$ cat src/rtl/pid_controller_v2.sv
// Four-stage pipelined PID controller with a saturating integrator, anti-windup and a clamped output.
// The derivative path is built only when the macro PID_DERIVATIVE_EN is defined.
module pid_controller_v2 #(
  parameter int DATA_WIDTH = 14,
  parameter int COEF_WIDTH = 16,
  parameter int INT_WIDTH  = 32,
  parameter int SHIFT      = 8
) (
  input  logic                         clk,
  input  logic                         rst,
  input  logic                         in_valid,
  input  logic signed [DATA_WIDTH-1:0] data_in,
  input  logic signed [DATA_WIDTH-1:0] set_point,
  input  logic signed [COEF_WIDTH-1:0] p_coef,
  input  logic signed [COEF_WIDTH-1:0] i_coef,
  input  logic signed [COEF_WIDTH-1:0] d_coef,
  input  logic signed [DATA_WIDTH-1:0] out_min,
  input  logic signed [DATA_WIDTH-1:0] out_max,
  input  logic                         integ_clear,
  output logic                         out_valid,
  output logic signed [DATA_WIDTH-1:0] data_out,
  output logic [1:0]                   saturated
);

  localparam int EW  = DATA_WIDTH + 1;
  localparam int DW2 = DATA_WIDTH + 2;
  localparam int PW  = EW + COEF_WIDTH;
  localparam int DPW = DW2 + COEF_WIDTH;
  localparam int MW  = (INT_WIDTH > DPW) ? INT_WIDTH : DPW;
  localparam int SW  = MW + 2;

  localparam logic signed [SW-1:0] INT_MAX_W = SW'({1'b0, {(INT_WIDTH-1){1'b1}}});
  localparam logic signed [SW-1:0] INT_MIN_W = ~INT_MAX_W;

  logic v1_q, v1_d, v2_q, v2_d, v3_q, v3_d, out_valid_q, out_valid_d;
  logic signed [EW-1:0]         error_q, error_d, error_new;
  logic signed [COEF_WIDTH-1:0] p_coef_q, p_coef_d, i_coef_q, i_coef_d;
  logic signed [PW-1:0]         p_q, p_d, i_step_q, i_step_d, p3_q, p3_d;
  logic signed [INT_WIDTH-1:0]  integ_q, integ_d;
  logic signed [DATA_WIDTH-1:0] data_out_q, data_out_d;
  logic [1:0]                   saturated_q, saturated_d;

  logic signed [SW-1:0] integ_sum, sum_w, shifted, clamped, omin_w, omax_w, d3_w;
  logic                 hold, sat_hi, sat_lo;

`ifdef PID_DERIVATIVE_EN
  logic signed [EW-1:0]         prev_error_q, prev_error_d;
  logic signed [DW2-1:0]        delta_q, delta_d;
  logic signed [COEF_WIDTH-1:0] d_coef_q, d_coef_d;
  logic signed [DPW-1:0]        d_q, d_d, d3_q, d3_d;
`else
  logic unused_d_coef;
  assign unused_d_coef = ^d_coef;
`endif

  always_comb begin
    v1_d        = in_valid;
    v2_d        = v1_q;
    v3_d        = v2_q;
    out_valid_d = v3_q;

    error_new = EW'(set_point) - EW'(data_in);
    error_d   = error_q;
    p_coef_d  = p_coef_q;
    i_coef_d  = i_coef_q;
    if (in_valid) begin
      error_d  = error_new;
      p_coef_d = p_coef;
      i_coef_d = i_coef;
    end

    p_d      = p_q;
    i_step_d = i_step_q;
    if (v1_q) begin
      p_d      = PW'(error_q) * PW'(p_coef_q);
      i_step_d = PW'(error_q) * PW'(i_coef_q);
    end

`ifdef PID_DERIVATIVE_EN
    prev_error_d = prev_error_q;
    delta_d      = delta_q;
    d_coef_d     = d_coef_q;
    if (in_valid) begin
      delta_d      = DW2'(error_new) - DW2'(prev_error_q);
      prev_error_d = error_new;
      d_coef_d     = d_coef;
    end
    if (integ_clear) prev_error_d = '0;
    d_d  = v1_q ? DPW'(delta_q) * DPW'(d_coef_q) : d_q;
    d3_d = v2_q ? d_q : d3_q;
    d3_w = SW'(d3_q);
`else
    d3_w = '0;
`endif

    // Anti-windup looks at the last saturation flags actually issued on the output.
    hold      = (saturated_q[1] && !i_step_q[PW-1] && (i_step_q != '0)) ||
                (saturated_q[0] && i_step_q[PW-1]);
    integ_sum = SW'(integ_q) + SW'(i_step_q);
    if (integ_sum > INT_MAX_W)      integ_sum = INT_MAX_W;
    else if (integ_sum < INT_MIN_W) integ_sum = INT_MIN_W;
    integ_d = integ_q;
    if (v2_q && !hold) integ_d = integ_sum[INT_WIDTH-1:0];
    if (integ_clear)   integ_d = '0;
    p3_d = v2_q ? p_q : p3_q;

    sum_w   = SW'(p3_q) + SW'(integ_q) + d3_w;
    shifted = sum_w >>> SHIFT;
    omax_w  = SW'(out_max);
    omin_w  = SW'(out_min);
    clamped = shifted;
    sat_hi  = 1'b0;
    sat_lo  = 1'b0;
    if (clamped > omax_w) begin
      clamped = omax_w;
      sat_hi  = 1'b1;
    end
    // The minimum is applied last so it dominates when the limits are inverted.
    if (clamped < omin_w) begin
      clamped = omin_w;
      sat_lo  = 1'b1;
      sat_hi  = 1'b0;
    end
    data_out_d  = data_out_q;
    saturated_d = saturated_q;
    if (v3_q) begin
      data_out_d  = clamped[DATA_WIDTH-1:0];
      saturated_d = {sat_hi, sat_lo};
    end
  end

  always_ff @(posedge clk) begin
    if (rst) begin
      v1_q        <= 1'b0;
      v2_q        <= 1'b0;
      v3_q        <= 1'b0;
      out_valid_q <= 1'b0;
      error_q     <= '0;
      p_coef_q    <= '0;
      i_coef_q    <= '0;
      p_q         <= '0;
      i_step_q    <= '0;
      p3_q        <= '0;
      integ_q     <= '0;
      data_out_q  <= '0;
      saturated_q <= '0;
`ifdef PID_DERIVATIVE_EN
      prev_error_q <= '0;
      delta_q      <= '0;
      d_coef_q     <= '0;
      d_q          <= '0;
      d3_q         <= '0;
`endif
    end else begin
      v1_q        <= v1_d;
      v2_q        <= v2_d;
      v3_q        <= v3_d;
      out_valid_q <= out_valid_d;
      error_q     <= error_d;
      p_coef_q    <= p_coef_d;
      i_coef_q    <= i_coef_d;
      p_q         <= p_d;
      i_step_q    <= i_step_d;
      p3_q        <= p3_d;
      integ_q     <= integ_d;
      data_out_q  <= data_out_d;
      saturated_q <= saturated_d;
`ifdef PID_DERIVATIVE_EN
      prev_error_q <= prev_error_d;
      delta_q      <= delta_d;
      d_coef_q     <= d_coef_d;
      d_q          <= d_d;
      d3_q         <= d3_d;
`endif
    end
  end

  assign out_valid = out_valid_q;
  assign data_out  = data_out_q;
  assign saturated = saturated_q;

endmodule

$ cat config.mk
export PLATFORM = sky130hd
export DESIGN_NAME = pid_controller_v2
export DESIGN_NICKNAME = d
export VERILOG_FILES = /design/src/rtl/pid_controller_v2.sv
export SDC_FILE = /design/constraint.sdc
export NUM_CORES = 2
export LEC_CHECK = 0
export BUFFER_PORTS_ARGS = -buffer_cell sky130_fd_sc_hd__buf_2
export CORE_MARGIN = 8
export CORE_UTILIZATION = 40
export CTS_CLUSTER_SIZE = 28
export DETAILED_ROUTE_END_ITERATION = 8
export PLACE_DENSITY_LB_ADDON = 0.12
export RECOVER_POWER = 100
export SYNTH_ARGS = -nofsm -noshare
export SYNTH_HDL_FRONTEND = slang
export SYNTH_SLANG_ARGS = --single-unit
$ cat constraint.sdc
create_clock -name clk -period 13.45 [get_ports clk]
set_clock_uncertainty 0.2 [all_clocks]
set_input_delay 2.0175 -clock clk [delete_from_list [all_inputs] [get_ports clk]]
set_output_delay 2.0175 -clock clk [all_outputs]
set_load 0.01 [all_outputs]
==> flow_metrics.py <==
metrics = {
    "clocking": {
        "cts_buffer_depth": 2,
        "cts_buffers": 17,
        "cts_setup_buffers": 0,
        "cts_htree_levels": 4,
        "holdBufCountCts": 0,
        "ctsResizeCount": 0,
        "clk_latency_ps": 490,
        "clockRootBuffer": "clkbuf_16",
        "clock-sinks": 192,
        "cts_tree": "yes",
        "clk_pin_slew_ps": 80,
    },
    "logic_synthesis": {
        "synth_area_leaders": "fa_1 (32%), dfxtp_1 (13%), ha_1 (13%)",
        "yosys.area.top_type_share_pct": 32.1,
        "postSynthCellCount": 3261,
        "ys_seq_area_share_pct": 13.1,
        "ys.flop_type": "dfxtp_1",
        "yosys-top-cells-count": "inv_1 (528), fa_1 (472), nand2_1 (358)",
        "yosys_warnings": 0,
        "synth_nets": 4135,
        "syn_area_mm2": 0.0294,
        "synth_top_cell_by_area": "fa_1",
        "yosysMostFrequentCell": "inv_1",
        "synth-edff-count": 0,
        "synthArstFlopShare_pct": 0,
        "syn_area_per_cell_um2": 9.02,
        "ys_types": 83,
        "synth-seq-cells": 192,
    },
    "detailed_routing": {
        "drc": 0,
        "postRouteAntennaNets": 0,
        "drt_wl_total_um": 74800,
        "viasPerCell": 5.18,
        "drt_pre_antenna_iters": 5,
        "first_iter_violations": 1062,
        "vias": 22000,
        "wl_per_cell_um": 17.6,
    },
    "floorplanning": {
        "core-area_mm2": 0.0728,
        "rows": 99,
        "pin_count": 125,
        "initial_core_util_pct": 40.4,
        "die_width_um": 287,
        "die-height_um": 287,
        "die-area_mm2": 0.0825,
    },
    "grt": {
        "antenna_found_initial": 1,
        "busiest_layer": "met2",
        "grt_remaining_overflow": 0,
        "grt_use_total_pct": 18.4,
        "use_met3_pct": 2.30,
        "met1_usage_pct": 24.6,
        "grt_use_met2_pct": 31.3,
        "grt_max_degree": 81,
        "grt_pass1_wl_um": 122000,
        "grt_pass1_vias": 22900,
    },
    "placement": {
        "io_buffers": 108,
        "gp_congestion": 0.865,
        "pre_cts_ws_ps": 5830,
        "dp_hpwl_um": 60400,
    },
    "hold_path": {
        "min_path_cells": 2,
        "hp-class": "flop to flop",
    },
    "setup_path": {
        "end_kind": "flop",
        "start_kind": "flop",
        "rr_worst_depth": 24,
        "worst_ep_arrival_time_ps": 8990,
        "cp.required_ps": 13520,
        "cp_max_fo": 32,
        "critPathKind": "flop to flop",
    },
    "outcome": {
        "violations": "capacitance limit, slew limit",
        "outcome": "complete, but fails checks",
    },
    "flow_run": {
        "cap_violations": 5,
    },
    "finish": {
        "nets": 4151,
        "regArea_mm2": 0.00386,
        "diodes": 0,
        "drive_above_1_share_pct": 5.35,
        "area_delta_synth_final_pct": 6.67,
        "multiInputGateArea_mm2": 0.0230,
        "fin_util_pct": 43.1,
        "nFillCells": 7305,
    },
    "sta": {
        "hold_viol_final": 0,
        "worstMarginPinSlew_ps": 3570,
        "max_slew_margin_pct": -138,
        "slew_violations": 243,
        "min_period_ps": 8920,
        "fin_crit_sh_pct": 66.3,
        "finalSetupViolCount": 0,
        "max_freq_mhz": 112,
        "fin_ws_ps": 4530,
        "rsz0062_at_grt": "false",
        "timing.setup.tns_ps": 0,
    },
    "power_and_ir_drop": {
        "leakage_nw": 14.6,
        "power_density_mw_per_mm2": 83.4,
        "irDropWorstVdd_v": 0.0000576,
    },
}
## placed cells by master, fill, tap and decap left out, drive strengths merged, types with 7 or more instances in the layout
cell type	instances
a31oi	15
xnor2	84
nand2	358
a21oi	98
o21a	16
or2	7
clkbuf	39
xor2	38
nand4	17
a211oi	22
nand4b	12
inv	535
fa	472
nor3	29
nor2	189
buf	114
mux2i	116
o311ai	15
dfxtp	192
and2	184
o21bai	16
a21o	72
nand3	37
o21ai	94
nand2b	40
nor4	12
a2111oi	7
maj3	29
and3	8
ha	294
clkinv	7
nor2b	21
## worst max-delay path: stages (launching register included)
cell and delay (ps):
dfxtp_1 420, ha_1 280, a21oi_1 130, a21oi_1 140, o21ai_0 260, nand3_1 230, a31o_1 350, a21boi_0 400
o21ai_0 220, a211oi_1 260, nor2_1 110, ha_1 280, nand4_1 120, nor4_1 520, a31o_2 250, a31o_1 740
nor2_1 370, a21o_1 300, ha_1 300, nand4_1 90, or2_2 300, or4_1 530, o21ai_0 1490, mux2i_1 300
a211oi_1 100
## cells by family after synthesis
family | Yosys count | share of synthesized area, %
adders and majority gates | 795 | 45.6
AOI/OAI and AO/OA | 424 | 9.68
xor gates and xnor gates | 122 | 3.63
muxes | 122 | 4.18
buffers and inverters | 668 | 8.57
and+or+nand+nor | 938 | 15.2
DFF | 192 | 13.1
## report_power, final
part	total, mW	internal, mW	switching, mW	leakage [nW]
clock	0.531	0.249	0.281	0.284
sequential	0.717	0.614	0.103	1.57
combinational	1.37	0.577	0.790	12.7
total	2.61	1.44	1.17	14.6
## final cells by class
cell class / count / share of cell area (%)
Timing Repair Buffer: 136 / 2.27
Clock inverter: 14 / 0.530
Clock buffer: 17 / 1.36
Multi-Input combinational cell: 2401 / 73.4
Tap cell: 959 / 3.82
Sequential cell: 192 / 12.3
Inverter: 529 / 6.33
## flip-flops by register name, indices dropped and copies added, names as in the netlist, 14 cells and up
name      flops
i_coef_q     16
integ_q      32
error_q      15
p3_q         31
p_q          31
p_coef_q     16
i_step_q     31
data_out     14
## per-stage QoR
stage	instance area (um^2)	power (mW)	instances	hold slack, ps
after CTS	31500	2.67	4248	261
after detailed placement	30900	2.12	4217	250
final	31400	2.61	4248	263
after floorplan	29400	1.73	3261	225
after global placement	30900	2.10	4217	251
after global routing	31400	2.87	4248	298
## metal layers
layer  up-vias  wire length [um]  part of all wire [%]
met3        72              2930                   3.9
met2       446             35700                    48
met4         2              1280                   1.7
li1      10500                 -                     -
met1     11000             34900                    47
met5         -                20                 0.027
## path summary, 6_finish.rpt
check	start	endpoint	slack, ps
max reg2reg	integ_q[2]	data_out[5]	4530
min	p_q[23]	p_q[23]	260
max	integ_q[2]	data_out[5]	4530
min reg2reg	p_q[23]	p_q[23]	260
No activity file was read; power rests on OpenSTA's default activity.
